File: src/rtl/lcd_seq_ctrl.sv
// lcd_seq_ctrl: sequencer for an LCD init/refresh engine.
//
// After start, issues INIT_STEPS init commands (mode=0, lcd_cnt=step),
// each one waiting for the engine's lcd_finish pulse. It then issues
// periodic refresh commands (mode=1, lcd_cnt=row 0..3, wrapping) spaced
// by REFRESH_PERIOD cycles. A command not finished within TIMEOUT wait
// cycles drops the controller into FAULT with err set. start re-launches
// the init sequence from IDLE or FAULT.
//
// Parameters:
//   INIT_STEPS      number of init commands (1..4)
//   REFRESH_PERIOD  cycles between refresh commands (>= 2)
//   TIMEOUT         max wait cycles for lcd_finish (>= 2)
//
// Ports:
//   clk         rising-edge clock
//   rst         synchronous active-high reset
//   start       launch init sequence (honoured in IDLE / FAULT only)
//   lcd_finish  one-cycle completion pulse from the engine
//   force_ref   (LCD_SEQ_FORCE_REFRESH_EN only) refresh now while in REF_TMR
//   lcd_enable  one-cycle command strobe
//   mode        0 = init command, 1 = refresh command
//   lcd_cnt     init step / refresh row of the current command
//   busy        command outstanding (issue or wait)
//   init_done   all init steps completed
//   err         sticky timeout flag
//
// Build option: define LCD_SEQ_FORCE_REFRESH_EN to add the force_ref input.

module lcd_seq_ctrl #(
    parameter int INIT_STEPS     = 4,
    parameter int REFRESH_PERIOD = 50000,
    parameter int TIMEOUT        = 1023
) (
    input  logic       clk,
    input  logic       rst,
    input  logic       start,
    input  logic       lcd_finish,
`ifdef LCD_SEQ_FORCE_REFRESH_EN
    input  logic       force_ref,
`endif
    output logic       lcd_enable,
    output logic       mode,
    output logic [1:0] lcd_cnt,
    output logic       busy,
    output logic       init_done,
    output logic       err
);

    localparam int TMR_W = $clog2(REFRESH_PERIOD);
    localparam int TMO_W = $clog2(TIMEOUT);

    localparam logic [1:0]       LAST_STEP  = 2'(INIT_STEPS - 1);
    localparam logic [TMR_W-1:0] TMR_RELOAD = TMR_W'(REFRESH_PERIOD - 1);
    // Count value in the final permitted wait cycle; a finish there still wins.
    localparam logic [TMO_W-1:0] TMO_LAST   = TMO_W'(TIMEOUT - 1);

    typedef enum logic [2:0] {
        IDLE,
        INIT_ISSUE,
        INIT_WAIT,
        REF_TMR,
        REF_ISSUE,
        REF_WAIT,
        FAULT
    } state_t;

    state_t           state;
    logic [1:0]       step;
    logic [1:0]       row;
    logic [TMR_W-1:0] timer;
    logic [TMO_W-1:0] tmo;
    logic             force_hit;

`ifdef LCD_SEQ_FORCE_REFRESH_EN
    assign force_hit = force_ref;
`else
    assign force_hit = 1'b0;
`endif

    // Outputs are computed together with the next state so that they are
    // valid in the same cycle the new state is entered.
    always_ff @(posedge clk) begin
        if (rst) begin
            state      <= IDLE;
            step       <= '0;
            row        <= '0;
            timer      <= '0;
            tmo        <= '0;
            lcd_enable <= 1'b0;
            mode       <= 1'b0;
            lcd_cnt    <= '0;
            busy       <= 1'b0;
            init_done  <= 1'b0;
            err        <= 1'b0;
        end else begin
            lcd_enable <= 1'b0;
            case (state)
                IDLE, FAULT: begin
                    if (start) begin
                        state      <= INIT_ISSUE;
                        step       <= '0;
                        init_done  <= 1'b0;
                        err        <= 1'b0;
                        lcd_enable <= 1'b1;
                        mode       <= 1'b0;
                        lcd_cnt    <= '0;
                        busy       <= 1'b1;
                    end
                end
                INIT_ISSUE: begin
                    state <= INIT_WAIT;
                    tmo   <= '0;
                end
                INIT_WAIT: begin
                    if (lcd_finish) begin
                        tmo <= '0;
                        if (step == LAST_STEP) begin
                            init_done <= 1'b1;
                            timer     <= TMR_RELOAD;
                            busy      <= 1'b0;
                            state     <= REF_TMR;
                        end else begin
                            step       <= step + 2'd1;
                            lcd_enable <= 1'b1;
                            mode       <= 1'b0;
                            lcd_cnt    <= step + 2'd1;
                            state      <= INIT_ISSUE;
                        end
                    end else if (tmo == TMO_LAST) begin
                        state <= FAULT;
                        err   <= 1'b1;
                        busy  <= 1'b0;
                        tmo   <= '0;
                    end else begin
                        tmo <= tmo + TMO_W'(1);
                    end
                end
                REF_TMR: begin
                    // Timer reads REFRESH_PERIOD-1 .. 0, then the strobe
                    // follows in the next cycle.
                    if (timer == '0 || force_hit) begin
                        lcd_enable <= 1'b1;
                        mode       <= 1'b1;
                        lcd_cnt    <= row;
                        busy       <= 1'b1;
                        state      <= REF_ISSUE;
                    end else begin
                        timer <= timer - TMR_W'(1);
                    end
                end
                REF_ISSUE: begin
                    state <= REF_WAIT;
                    tmo   <= '0;
                end
                REF_WAIT: begin
                    if (lcd_finish) begin
                        tmo   <= '0;
                        row   <= row + 2'd1;
                        timer <= TMR_RELOAD;
                        busy  <= 1'b0;
                        state <= REF_TMR;
                    end else if (tmo == TMO_LAST) begin
                        state <= FAULT;
                        err   <= 1'b1;
                        busy  <= 1'b0;
                        tmo   <= '0;
                    end else begin
                        tmo <= tmo + TMO_W'(1);
                    end
                end
                default: begin
                    state <= IDLE;
                    busy  <= 1'b0;
                end
            endcase
        end
    end

endmodule

File: config.mk
export PLATFORM = sky130hd
export DESIGN_NAME = lcd_seq_ctrl
export DESIGN_NICKNAME = d
export VERILOG_FILES = /design/src/rtl/lcd_seq_ctrl.sv
export SDC_FILE = /design/constraint.sdc
export NUM_CORES = 1
export LEC_CHECK = 0
export CORE_ASPECT_RATIO = 2
export CORE_MARGIN = 2
export CORE_UTILIZATION = 53
export CTS_BUF_LIST = sky130_fd_sc_hd__clkbuf_8
export DETAILED_ROUTE_END_ITERATION = 8
export GPL_TIMING_DRIVEN = 0
export PLACE_DENSITY = 0.75
export SLEW_MARGIN = 20
export SYNTH_ARGS = -nofsm -noshare
export SYNTH_HDL_FRONTEND = slang
export SYNTH_SLANG_ARGS = --single-unit
File: constraint.sdc
create_clock -name clk -period 3.6 [get_ports clk]
set_input_delay 0.36 -clock clk [delete_from_list [all_inputs] [get_ports clk]]
set_output_delay 0.36 -clock clk [all_outputs]
set_load 0.02 [all_outputs]
== Word level (Yosys, flattened, before mapping) ==
Cells that the tools add are included.

* Register bits: 40
* Bits of input ports: 4
* Output and inout bits: 7
* Word-level logic and storage cells: 95

* $add $sub $neg: 4
* Eq/ne operators: 18
* Mux-type cells: 43
* Bitwise logic cells: 1
* Reductions and logical operators: 18

{| class="wikitable"
|+ Operators with widths
! cell !! number
|-
| 2-to-1 mux 16 bit || 4
|-
| case mux 16 bit (3 select lines) || 1
|-
| 2-to-1 mux 10 bit || 2
|-
| case mux 10 bit (2 select lines) || 1
|-
| case mux 3 bit (6 select lines) || 1
|-
| 2-to-1 mux 1 bit || 17
|-
| zero test 16 bit || 1
|-
| != test 2 bit, second input constant || 8
|-
| AND reduction 4 bit || 4
|-
| subtractor 16 x 1 -> 16 bit, second input constant || 1
|-
| 2-to-1 mux 3 bit || 5
|-
| adder 10 x 1 -> 10 bit, second input constant || 1
|-
| equality test 10 bit, second input constant || 1
|-
| 2-to-1 mux 2 bit || 5
|-
| AND reduction 5 bit || 2
|-
| equality test 3 bit, second input constant || 3
|-
| equality test 3 x 2 -> 1 bit, second input constant || 2
|-
| case mux 1 bit (3 select lines) || 2
|-
| case mux 2 bit (3 select lines) || 1
|-
| nonzero test 2 bit || 3
|-
| nonzero test 3 bit || 2
|-
| OR reduction 2 bit || 3
|-
| case mux 1 bit (5 select lines) || 1
|-
| adder 2 x 1 -> 2 bit, second input constant || 2
|-
| 9 further kinds || 11
|}

== Logic depth before layout (Yosys ltp) ==
* Depth after elaboration: 4
* Mapped depth: 8
* Mapped depth without buffers: 7

== Least setup slack after synthesis ==
Ideal clock, no wire load.

* Path type: register to register
* Start point: reg timer[0]
* End point: reg timer[15]
* Arrival: 1.744 ns
* Setup slack: 1.715 ns
* Cell stages (with the launch flop): 9
* Clock period less this slack: 1.885 ns
* Path through: dfxtp_1 > inv_1 > ha_1 > nor3b_2 > and3_1 > buf_2 > a211oi_1 > a41o_1 > a31oi_1

* Cells in the longest elaborated chain, start to end: 3
* Elaborated cells on any way between the ends: 6
* Classes of those cells: add/sub: 1; eq/ne: 1; mux: 2; reduce/logical: 2

{| class="wikitable"
|+ RTL lines
! what !! RTL line !! source
|-
| start: declaration || 71 || <nowiki>logic [TMR_W-1:0] timer;</nowiki>
|-
| start signal: assignment || 149 || <nowiki>timer <= timer - TMR_W'(1);</nowiki>
|-
| subtractor 16 x 1 -> 16 bit or zero test 16 bit (tied branches) || 149, 142 ||
|-
| 2-to-1 mux 16 bit or != test 2 bit (tied branches) || -- ||
|-
| case mux 16 bit (3 select lines) or AND reduction 5 bit (tied branches) || -- ||
|}

Several ways; a longest one is shown, not always the timed one. The select of a mux whose other input is x is not followed.
A chain may end at the register's enable or synchronous reset.

== Worst setup path after layout ==
* Start point: reg state[1]
* End point: reg timer[9]

* Cells in the longest elaborated chain, start to end: 3
* Elaborated cells on any way between the ends: 10
* Classes of those cells: eq/ne: 7; mux: 1; reduce/logical: 2

{| class="wikitable"
|+ RTL lines
! what !! RTL line !! source
|-
| start: declaration || 68 || <nowiki>state_t state;</nowiki>
|-
| start signal: assignment || 85 || <nowiki>state <= IDLE;</nowiki>
|-
| start signal: assignment || 101 || <nowiki>state <= INIT_ISSUE;</nowiki>
|-
| start signal: assignment || 112 || <nowiki>state <= INIT_WAIT;</nowiki>
|-
| equality test 3 x 2 -> 1 bit or equality test 3 bit (tied branches) || 98 || <nowiki>case (state)</nowiki>
|-
| != test 2 bit (no line) or nonzero test 3 bit (tied branches) || -- ||
|-
| AND reduction 5 bit (no line) || -- ||
|}

Several ways; a longest one is shown, not always the timed one.

==> flow_metrics.py <==
metrics = {
    "timing": {
        "fin_crit_ps": 2200,
        "setup_ws_ps": 1400,
        "fin_crit_sh_pct": 61.0,
        "clock-skew-final_ps": 7.55,
        "setup_tns_ps": 0,
        "drv_slew": 0,
        "max_freq_mhz": 456,
        "setup_viol": 0,
        "maxSlewHeadroom_pct": 44.7,
        "worst_slew_pin_slew_ps": 823,
        "rsz0062_at_grt": "false",
        "hold_viol": 0,
    },
    "synth": {
        "synth_xor_area_share_pct": 8.29,
        "ys_seq_area_share_pct": 36.1,
        "synth-main-ff-cell": "dfxtp_1",
        "synthCells": 263,
        "synth_area_um2": 2220,
        "syn_avg_cell_area_um2": 8.43,
        "yosys-top-cells-area": "dfxtp_1 36%, nor2_1 5.9%, xnor2_1 5.9%, a21oi_1 3.6%, a211oi_1 3.4%",
        "yosys_warnings": 0,
        "synth_top_family_by_area": "simple AND/OR/NAND/NOR gates",
        "synth_edf_count": 0,
        "yosys.area_share.simple_pct": 29.9,
        "synth_fa_ha_area_share_pct": 2.26,
        "synth_seq_cells": 40,
        "syn_nets": 271,
        "synth_top_area_cell": "dfxtp_1",
        "synth_top_cell_area_share_pct": 36.1,
        "synth-compound-area-share_pct": 18.5,
        "muxShareOfSynthArea_pct": 0.508,
        "async_reset_ff_share_pct": 0,
        "ys_types": 52,
    },
    "power": {
        "p_per_area_nw_per_um2": 634,
        "clockPowerShare_pct": 25.4,
        "switchingPower_mw": 0.583,
        "intPower_mw": 1.00,
        "p_comb_share_pct": 39.4,
        "p_total_mw": 1.58,
        "vdd_drop_max_v": 0.000427,
        "switching_share_pct": 36.8,
        "total_leakage_power_nw": 0.892,
        "sequentialPowerShare_pct": 35.2,
    },
    "die": {
        "die_w_um": 49.7,
        "coreArea_um2": 4050,
        "rows": 33,
        "die_area_um2": 4750,
        "initial_core_util_pct": 54.8,
        "fp.dieH_um": 95.5,
        "io_pins": 11,
    },
    "worst_setup_path": {
        "worstPathRequired_ps": 3740,
        "crit_chain": "buf_2 > and4b_1 > a211oi_2 > clkbuf_1 > a211oi_1 > xnor2_1 > a21oi_1",
        "startpoint_type": "flip-flop",
        "critPathSlowestCell": "a211oi_2",
        "crit_arrival_ps": 2340,
        "cp-end-kind": "flip-flop",
        "crit_path_max_incr_delay_ps": 460,
        "r2r_slack_ps": 1400,
        "critical_path_class": "flip-flop to flip-flop",
        "path_max_fanout": 10,
    },
    "clocking": {
        "post_cts_buffers": 0,
        "clk_path_buf_depth": 2,
        "clk_latency_ps": 300,
        "cts.sinks": 40,
        "cts_tree": "done",
        "cts_hold_buf": 0,
        "htree_levels": 2,
        "cts_root_buf": "clkbuf_8",
        "cts_resized": 0,
        "cts-buffers-inserted": 5,
        "clk_pin_slew_ps": 80,
    },
    "layout": {
        "fill_cells": 388,
        "final_cells": 332,
        "n_antenna_cell": 0,
        "final_nets": 287,
        "drive_above_1_share_pct": 9.64,
        "syn2layout_area_growth_pct": 12.7,
    },
    "placement": {
        "gp_congestion": 0.903,
        "io_buffers": 9,
        "post-place-ws_ps": 1450,
        "dp.cells": 324,
        "hpwl_um": 3660,
    },
    "grt": {
        "grt_overflow": 0,
        "grt_first_pass_wirelength_um": 8220,
        "first_global_vias": 1814,
        "grt_start_max_net_pins": 13,
        "grt_usage_pct": 22.2,
        "grt_antenna_before_repair": 0,
    },
    "outcome": {
        "status": "completed",
    },
    "drt": {
        "num_vias": 1928,
        "first_iter_violations": 42,
        "routedWlPerCell_um": 14.9,
        "drcViolationCount": 0,
        "finalWirelength_um": 4950,
        "viasPerCell": 5.81,
        "first_pass_iters": 6,
        "ant_nets": 0,
    },
    "hold_path": {
        "hold_path.class": "flip-flop to flip-flop",
    },
    "flow_run": {
        "cap_viol_max_count": 0,
    },
}
-- sequential cells by signal, summed over array words and instances (netlist names), 2 cells and up --
name	count
timer	16
tmo	10
state	3
lcd_cnt	2
row	2
step	2
-- final cells by class --
cell class                 count  area (um2)  share of cell area (%)
multi-input combinational    199        1320                    52.8
sequential                    40         801                    32.0
clock buffer                   7        96.3                    3.85
timing repair buffer           9        90.1                    3.60
tap                           52        65.1                    2.60
buffer                        14        60.1                    2.40
inverter                      10        37.5                    1.50
clock inverter                 1        30.0                    1.20
-- power groups by stage --
stage                     logic (mW)  clock network, mW  registers, mW
after floorplan                0.481                  0          0.565
after global placement         0.608                  0          0.565
after detailed placement       0.619                  0          0.568
after CTS                      0.624              0.409          0.557
after global routing           0.696              0.423          0.565
final                          0.624              0.403          0.557
-- layer usage --
metal | wire length (um) | global-route usage [%] | part of all wire, % | vias to the layer above
met2 | 2700 | 42.1 | 55 | 43
met1 | 1920 | 22.0 | 39 | 899
li1 | - | - | - | 972
met3 | 165 | 3.92 | 3.3 | 14
met5 | 0 | 0 | 0 | -
met4 | 170 | 12.7 | 3.4 | 0
-- worst paths after layout --
path,from,endpoint,cells after the start
worst max-delay path,state[1],timer[9],7
worst min-delay path,err,err,2
worst max register to register,state[1],timer[9],7
worst min register to register,err,err,2
-- cells by family after synthesis --
kind of cell | Yosys count
xor gates and xnor gates | 21
DFF | 40
AOI/OAI and AO/OA | 59
and+or+nand+nor | 114
adders and majority gates | 4
muxes | 1
buffers and inverters | 24
-- worst max-delay path: cells and delay by family, from the launching register on --
kind,cells,cell delay [ps]
buf+inv,2,610
compound gates,3,660
simple gates,1,270
xor+xnor,1,160
flops,1,350
-- cell usage in the layout, fill, tap and decap left out, types with 3 or more instances in the layout --
| cell | Yosys | final |
|---|---|---|
| nand2b_1 | 4 | 4 |
| xnor2_1 | 15 | 15 |
| and3_1 | 3 | 3 |
| nor2_1 | 35 | 35 |
| inv_1 | 10 | 10 |
| or3_1 | 3 | 3 |
| ha_1 | 4 | 4 |
| a21oi_1 | 16 | 16 |
| nand2_1 | 18 | 18 |
| a31oi_1 | 4 | 4 |
| clkdlybuf4s50_1 | 0 | 9 |
| xor2_1 | 6 | 6 |
| nor3_1 | 7 | 7 |
| o21ai_0 | 11 | 11 |
| and2_1 | 7 | 7 |
| nor2b_1 | 3 | 3 |
| a211oi_1 | 10 | 10 |
| nand3_1 | 9 | 9 |
| dfxtp_1 | 40 | 40 |
| clkbuf_8 | 0 | 7 |
| nor4_1 | 3 | 3 |
| nand4_1 | 4 | 4 |
| clkbuf_1 | 7 | 7 |
| buf_2 | 6 | 6 |
| nand3b_1 | 3 | 3 |
-- through the flow --
stage	hold slack [ps]	utilization, %	cell area (um2)
global route	488	61.8	2500
floorplan	452	-	2220
finish	457	61.8	2500
detailed placement	450	58.7	2370
CTS	461	61.8	2500
global placement	440	58.7	2370
-- cell usage after synthesis, types with 6 or more instances --
library cell / number
dfxtp_1: 40
nor2_1: 35
nand2_1: 18
a21oi_1: 16
xnor2_1: 15
o21ai_0: 11
a211oi_1: 10
inv_1: 10
nand3_1: 9
and2_1: 7
clkbuf_1: 7
nor3_1: 7
buf_2: 6
xor2_1: 6
Power figures use the tool's default switching activity.
